### src/rtl/fp16_div_pkg.sv
// Shared FP16 constants for the fp16 arithmetic library.
package fp16_div_pkg;
  localparam int FP16_W      = 16;
  localparam int FP16_EXP_W  = 5;
  localparam int FP16_MANT_W = 10;

  localparam logic [15:0] FP16_ZERO     = 16'h0000;
  localparam logic [15:0] FP16_SNAN     = 16'h7D00;
  localparam int          FP16_EXP_BIAS = 15;
  localparam logic [4:0]  FP16_EXP_MAX  = 5'h1F;
endpackage

### src/rtl/fp16_div_classify.sv
// Combinational FP16 operand classifier: fields, class flags, leading-zero count.
module fp16_classify
  import fp16_div_pkg::*;
(
  input  logic [FP16_W-1:0]      x,
  output logic                   sign,
  output logic [FP16_EXP_W-1:0]  exp,
  output logic [FP16_MANT_W:0]   mant,
  output logic                   is_nan,
  output logic                   is_inf,
  output logic                   is_zero,
  output logic                   is_sub,
  output logic [3:0]             lz
);
  logic exp_max, exp_min, frac_nz;

  assign sign    = x[15];
  assign exp     = x[14:10];
  assign exp_max = (x[14:10] == FP16_EXP_MAX);
  assign exp_min = (x[14:10] == 5'd0);
  assign frac_nz = (x[9:0] != 10'd0);
  assign mant    = {!exp_min, x[9:0]};
  assign is_nan  = exp_max && frac_nz;
  assign is_inf  = exp_max && !frac_nz;
  assign is_zero = exp_min && !frac_nz;
  assign is_sub  = exp_min && frac_nz;

  // Highest set bit wins; an all-zero mantissa reports 11.
  always_comb begin
    lz = 4'd11;
    for (int i = 0; i < 11; i++)
      if (mant[i]) lz = 4'(10 - i);
  end
endmodule

### src/rtl/fp16_div.sv
// Iterative FP16 divider, radix-2 restoring, truncating, valid/ready on both ends.
module fp16_div
  import fp16_div_pkg::*;
(
  input  logic        clk,
  input  logic        rst_n,
  input  logic        in_valid,
  output logic        in_ready,
  input  logic [15:0] a,
  input  logic [15:0] b,
  output logic        out_valid,
  input  logic        out_ready,
  output logic [15:0] result,
  output logic        flag_dz
);
  localparam logic [2:0] IDLE = 3'd0;
  localparam logic [2:0] NORM = 3'd1;
  localparam logic [2:0] DIV  = 3'd2;
  localparam logic [2:0] PACK = 3'd3;
  localparam logic [2:0] DONE = 3'd4;

  logic        sa, sb, nan_a, nan_b, inf_a, inf_b, zero_a, zero_b, sub_a, sub_b;
  logic [4:0]  ea, eb, ea_eff, eb_eff;
  logic [10:0] ma, mb;
  logic [3:0]  lza, lzb;

  fp16_classify u_cls_a (.x(a), .sign(sa), .exp(ea), .mant(ma), .is_nan(nan_a),
                         .is_inf(inf_a), .is_zero(zero_a), .is_sub(sub_a), .lz(lza));
  fp16_classify u_cls_b (.x(b), .sign(sb), .exp(eb), .mant(mb), .is_nan(nan_b),
                         .is_inf(inf_b), .is_zero(zero_b), .is_sub(sub_b), .lz(lzb));

  logic [2:0]         state;
  logic               sign_r;
  logic signed [6:0]  e_r;
  logic [10:0]        ma_r, mb_r;
  logic [3:0]         lza_r, lzb_r, cnt;
  logic [11:0]        rem;
  logic [12:0]        q;
  logic [15:0]        result_r;
  logic               dz_r;

  assign in_ready  = (state == IDLE);
  assign out_valid = (state == DONE);
  assign result    = result_r;
  assign flag_dz   = dz_r;
  assign ea_eff    = sub_a ? 5'd1 : ea;
  assign eb_eff    = sub_b ? 5'd1 : eb;

  logic        spec_hit, spec_dz, s_q;
  logic [15:0] spec_res;
  always_comb begin
    s_q      = sa ^ sb;
    spec_hit = 1'b1;
    spec_dz  = 1'b0;
    spec_res = FP16_ZERO;
    if (nan_a || nan_b || (zero_a && zero_b) || (inf_a && inf_b))
      spec_res = FP16_SNAN;
    else if (inf_a)
      spec_res = {s_q, FP16_EXP_MAX, 10'd0};
    else if (zero_b) begin
      spec_res = {s_q, FP16_EXP_MAX, 10'd0};
      spec_dz  = 1'b1;
    end else if (zero_a || inf_b)
      spec_res = {s_q, 15'd0};
    else
      spec_hit = 1'b0;
  end

  logic        qbit;
  logic [11:0] rem_sub;
  assign qbit    = (rem >= {1'b0, mb_r});
  assign rem_sub = qbit ? (rem - {1'b0, mb_r}) : rem;

  // Pack: renormalise a quotient in (0.5,1), then saturate to inf or denormalise.
  logic [9:0]        frac_n, sub_m;
  logic signed [6:0] e_n, sh_raw;
  logic [3:0]        sh;
  logic [15:0]       packed_res;
  always_comb begin
    frac_n = q[12] ? q[11:2] : q[10:1];
    e_n    = q[12] ? e_r : (e_r - 7'sd1);
    sh_raw = 7'sd1 - e_n;
    sh     = (sh_raw > 7'sd11) ? 4'd11 : sh_raw[3:0];
    sub_m  = 10'({1'b1, frac_n} >> sh);
    if (e_n >= 7'sd31)
      packed_res = {sign_r, FP16_EXP_MAX, 10'd0};
    else if (e_n <= 7'sd0)
      packed_res = {sign_r, 5'd0, sub_m};
    else
      packed_res = {sign_r, e_n[4:0], frac_n};
  end

  always_ff @(posedge clk or negedge rst_n) begin
    if (!rst_n) begin
      state    <= IDLE;
      sign_r   <= 1'b0;
      e_r      <= 7'sd0;
      ma_r     <= 11'd0;
      mb_r     <= 11'd0;
      lza_r    <= 4'd0;
      lzb_r    <= 4'd0;
      cnt      <= 4'd0;
      rem      <= 12'd0;
      q        <= 13'd0;
      result_r <= FP16_ZERO;
      dz_r     <= 1'b0;
    end else begin
      case (state)
        IDLE: if (in_valid) begin
          sign_r <= s_q;
          if (spec_hit) begin
            result_r <= spec_res;
            dz_r     <= spec_dz;
            state    <= DONE;
          end else begin
            ma_r  <= ma;
            mb_r  <= mb;
            lza_r <= lza;
            lzb_r <= lzb;
            e_r   <= $signed({2'b00, ea_eff}) - $signed({2'b00, eb_eff}) + 7'sd15;
            state <= NORM;
          end
        end
        NORM: begin
          rem   <= {1'b0, ma_r << lza_r};
          mb_r  <= mb_r << lzb_r;
          e_r   <= e_r - $signed({3'b000, lza_r}) + $signed({3'b000, lzb_r});
          q     <= 13'd0;
          cnt   <= 4'd0;
          state <= DIV;
        end
        DIV: begin
          rem <= rem_sub << 1;
          q   <= {q[11:0], qbit};
          if (cnt == 4'd12) state <= PACK;
          else              cnt   <= cnt + 4'd1;
        end
        PACK: begin
          result_r <= packed_res;
          dz_r     <= 1'b0;
          state    <= DONE;
        end
        DONE: if (out_ready) state <= IDLE;
        default: state <= IDLE;
      endcase
    end
  end
endmodule

### config.mk
export PLATFORM = sky130hd
export DESIGN_NAME = fp16_div
export DESIGN_NICKNAME = d
export VERILOG_FILES = /design/src/rtl/fp16_div_pkg.sv /design/src/rtl/fp16_div_classify.sv /design/src/rtl/fp16_div.sv
export SDC_FILE = /design/constraint.sdc
export NUM_CORES = 1
export LEC_CHECK = 0
export ABC_AREA = 0
export BUFFER_PORTS_ARGS = -buffer_cell sky130_fd_sc_hd__buf_2
export CORE_ASPECT_RATIO = 0.7
export CORE_UTILIZATION = 62
export DETAILED_ROUTE_END_ITERATION = 12
export PLACE_DENSITY_LB_ADDON = 0.25
export SLEW_MARGIN = 20
export SYNTH_ARGS = -nofsm -noshare
export SYNTH_HDL_FRONTEND = slang
export SYNTH_SLANG_ARGS = --single-unit
### constraint.sdc
create_clock -name clk -period 5.4 [get_ports clk]
set_input_delay 0.54 -clock clk [delete_from_list [all_inputs] [get_ports clk]]
set_output_delay 0.54 -clock clk [all_outputs]
set_load 0.03 [all_outputs]
==> reports/results.tsv <==
metric	value	unit
Routed Antenna Nets	0	
1st-pass router iterations	7	
Final Cell Area	7610	µm²
min Tclk post-route	4540	ps
cell count after synthesis	865	
global-route wire length before repair	33000	µm
WP data required	5630	ps
vias in the first global route	6307	
Slew Limit Headroom	25.0	%
Unique masters post-synth	76	
H-tree levels	3	
post-DR wirelength/cell	19.6	µm
most frequent cells in the layout	101 x nand2_1, 87 x dfrtp_1, 78 x nor2_1, 69 x o21ai_0, 56 x inv_1	
core area	11000	µm²
die span in y	90.8	µm
Starting Density	63.6	%
Tcrit/Tclk final	84.1	%
hold buffers post-CTS	0	
Root Driver	clkbuf_16	
WP data arrival	4780	ps
final hold viol count	0	
Tot GR Track Use	36.7	%
syn nets	938	
Post-Synthesis Cell Area	6980	µm²
Seq/Total Area, Yosys	31.2	%
Crit path max-delay family	simple AND/OR/NAND/NOR gates	
post-synthesis register bit count	87	
slew at the pin with the worst max-slew slack	1120	ps
Avg Inst Size Synth	8.07	µm²
Pwr per Cell Area	728	nW/µm²
CP Class	reg -> reg	
maxcap violations	0	
gr ovfl total	0	
HPWL after DPL	15200	µm
vias per cell	6.55	
Yosys warnings	0	
antenna cells	0	
Detailed Route Iter0 Violations	740	
clock skew	8.37	ps
Synth area leaders	dfrtp_1 31%, ha_1 5.6%, nand2_1 5.4%, o21ai_0 4.9%, nor2_1 4.2%	
TNS Setup	0	ps
IO Pins	55	
Max stage delay cell, worst path	dfrtp_1	
largest net degree at the start of global routing	55	
routed via count	6827	
Max Fclk	0.220	GHz
Slew Limit Fails	0	
# port buffers	54	
outcome	finished, final reports clean	
VDD IR max	420	µV
post_cts resized	0	
DRC Markers	0	
Row Count	32	
critical path fanouts, max	13	
share of the synthesized area in the top cell type	31.2	%
CTS tree	done	
GP Congestion	0.987	
Leak Pwr	3.42	nW
Hold WC Path Type	in -> async	
EDFF count, synth	0	
Cell Chain, Critical Path	inv_1, ha_1, mux2i_1, inv_1, ha_1, a311oi_1, nor2b_1, nor4_1, or3_1, or2_4, and3_1, nand2_1, o31ai_1	
leading area contributor after synthesis	dfrtp_1	
placed cell area	7290	µm²
slowest cell delay on critical path	660	ps
crit path buf inv count	2	
Worst setup SP type	flip-flop	
clk slew on worst S/H paths	70	ps
die area	11700	µm²
CTS max path bufs	2	
Die Span X	129	µm
most used flip-flop cell after synthesis	dfrtp_1	
CTS buffer count	9	
commonest non-fill, non-tap cell in the layout	nand2_1	
Setup Viol. Count Final	0	
share of layout cells above drive strength 1	11.5	%
postcts setup bufs	0	
Total Nets Final	958	
FFs w/ async S/R, synth	100	%
DRT Wirelength	20500	µm
clk sinks	87	
Crit. End Element	flip-flop	
RSZ-0062 raised after global routing	false	
synth-to-layout area growth	9.01	%
Clk Latency, worst-skew pair	350	ps
initial antenna violation count	0	
## metrics by stage
stage	cells	power [mW]	utilization (%)	hold WS, ps	setup slack (ps)
global placement	1027	4.62	66.4	462	1340
detailed placement	1027	4.69	66.4	464	1090
CTS	1042	5.41	69.3	150	1040
finish	1042	5.54	69.4	137	858
floorplan	865	3.81	-	244	1290
global route	1042	5.93	69.4	176	627
## logic make-up (layout without fill, tap and decap cells)
| kind of cell | Yosys count | in the layout | synth area share, % |
|---|---|---|---|
| fa+ha+maj | 37 | 37 | 7.28 |
| flops | 87 | 87 | 31.2 |
| mux | 33 | 33 | 5.38 |
| simple gates | 304 | 304 | 21.1 |
| xor+xnor | 30 | 30 | 3.87 |
| compound gates | 264 | 264 | 25.0 |
| buf+inv | 110 | 134 | 6.18 |
## state kept, by name, indices dropped and copies added, names as in the netlist
| register | count |
|---|---|
| sign_r | 1 |
| rem | 12 |
| cnt | 4 |
| result | 16 |
| lza_r | 4 |
| q | 13 |
| e_r | 7 |
| flag_dz | 1 |
| mb_r | 11 |
| lzb_r | 4 |
| state | 3 |
| ma_r | 11 |
## area by class of cell
class / instances / area [µm²]
Multi-Input combinational cell: 668 / 4380
Fill cell: 887 / 3360
Sequential cell: 87 / 2180
Timing Repair Buffer: 62 / 333
Clock buffer: 9 / 225
Inverter: 57 / 214
Tap cell: 153 / 191
Clock inverter: 6 / 93.8
## power by group
part	leakage, nW	internal [mW]	switching (mW)	total, mW
logic	2.14	1.34	2.32	3.66
registers	1.12	0.899	0.292	1.19
clock network	0.153	0.407	0.280	0.687
## Yosys cell counts, drive strengths merged, types with 8 or more instances
| library cell | number |
|---|---|
| mux2i | 24 |
| xnor2 | 19 |
| nand3 | 22 |
| inv | 56 |
| buf | 10 |
| a211oi | 16 |
| a22o | 20 |
| and3 | 14 |
| dfrtp | 87 |
| o31ai | 11 |
| o211ai | 16 |
| nand4 | 9 |
| clkbuf | 43 |
| nor4 | 10 |
| nor2b | 13 |
| and2 | 8 |
| nand2 | 101 |
| nor3 | 20 |
| a21oi | 54 |
| xor2 | 11 |
| nor2 | 78 |
| o21ai | 71 |
| ha | 31 |
| a31oi | 14 |
| a21o | 10 |
## final timing paths
kind	startpoint	to	slack [ps]	cells after the start
setup reg to reg	e_r[0]	result[2]	860	13
hold reg to reg	result[13]	result[13]	490	2
max in group asynchronous	rst_n	result[9]	4180	2
setup / recovery	e_r[0]	result[2]	860	13
hold / removal	rst_n	mb_r[6]	140	1
min in group clk	out_ready	state[2]	400	2
## per-layer routing
metal	wire [µm]	GRT usage, %	up-vias
met2	8260	50.4	383
met5	0	0	-
met3	2560	11.6	29
met1	9420	55.8	3256
met4	221	7.45	0
li1	-	-	3159
Note: power is estimated with default switching activity, not from simulation.
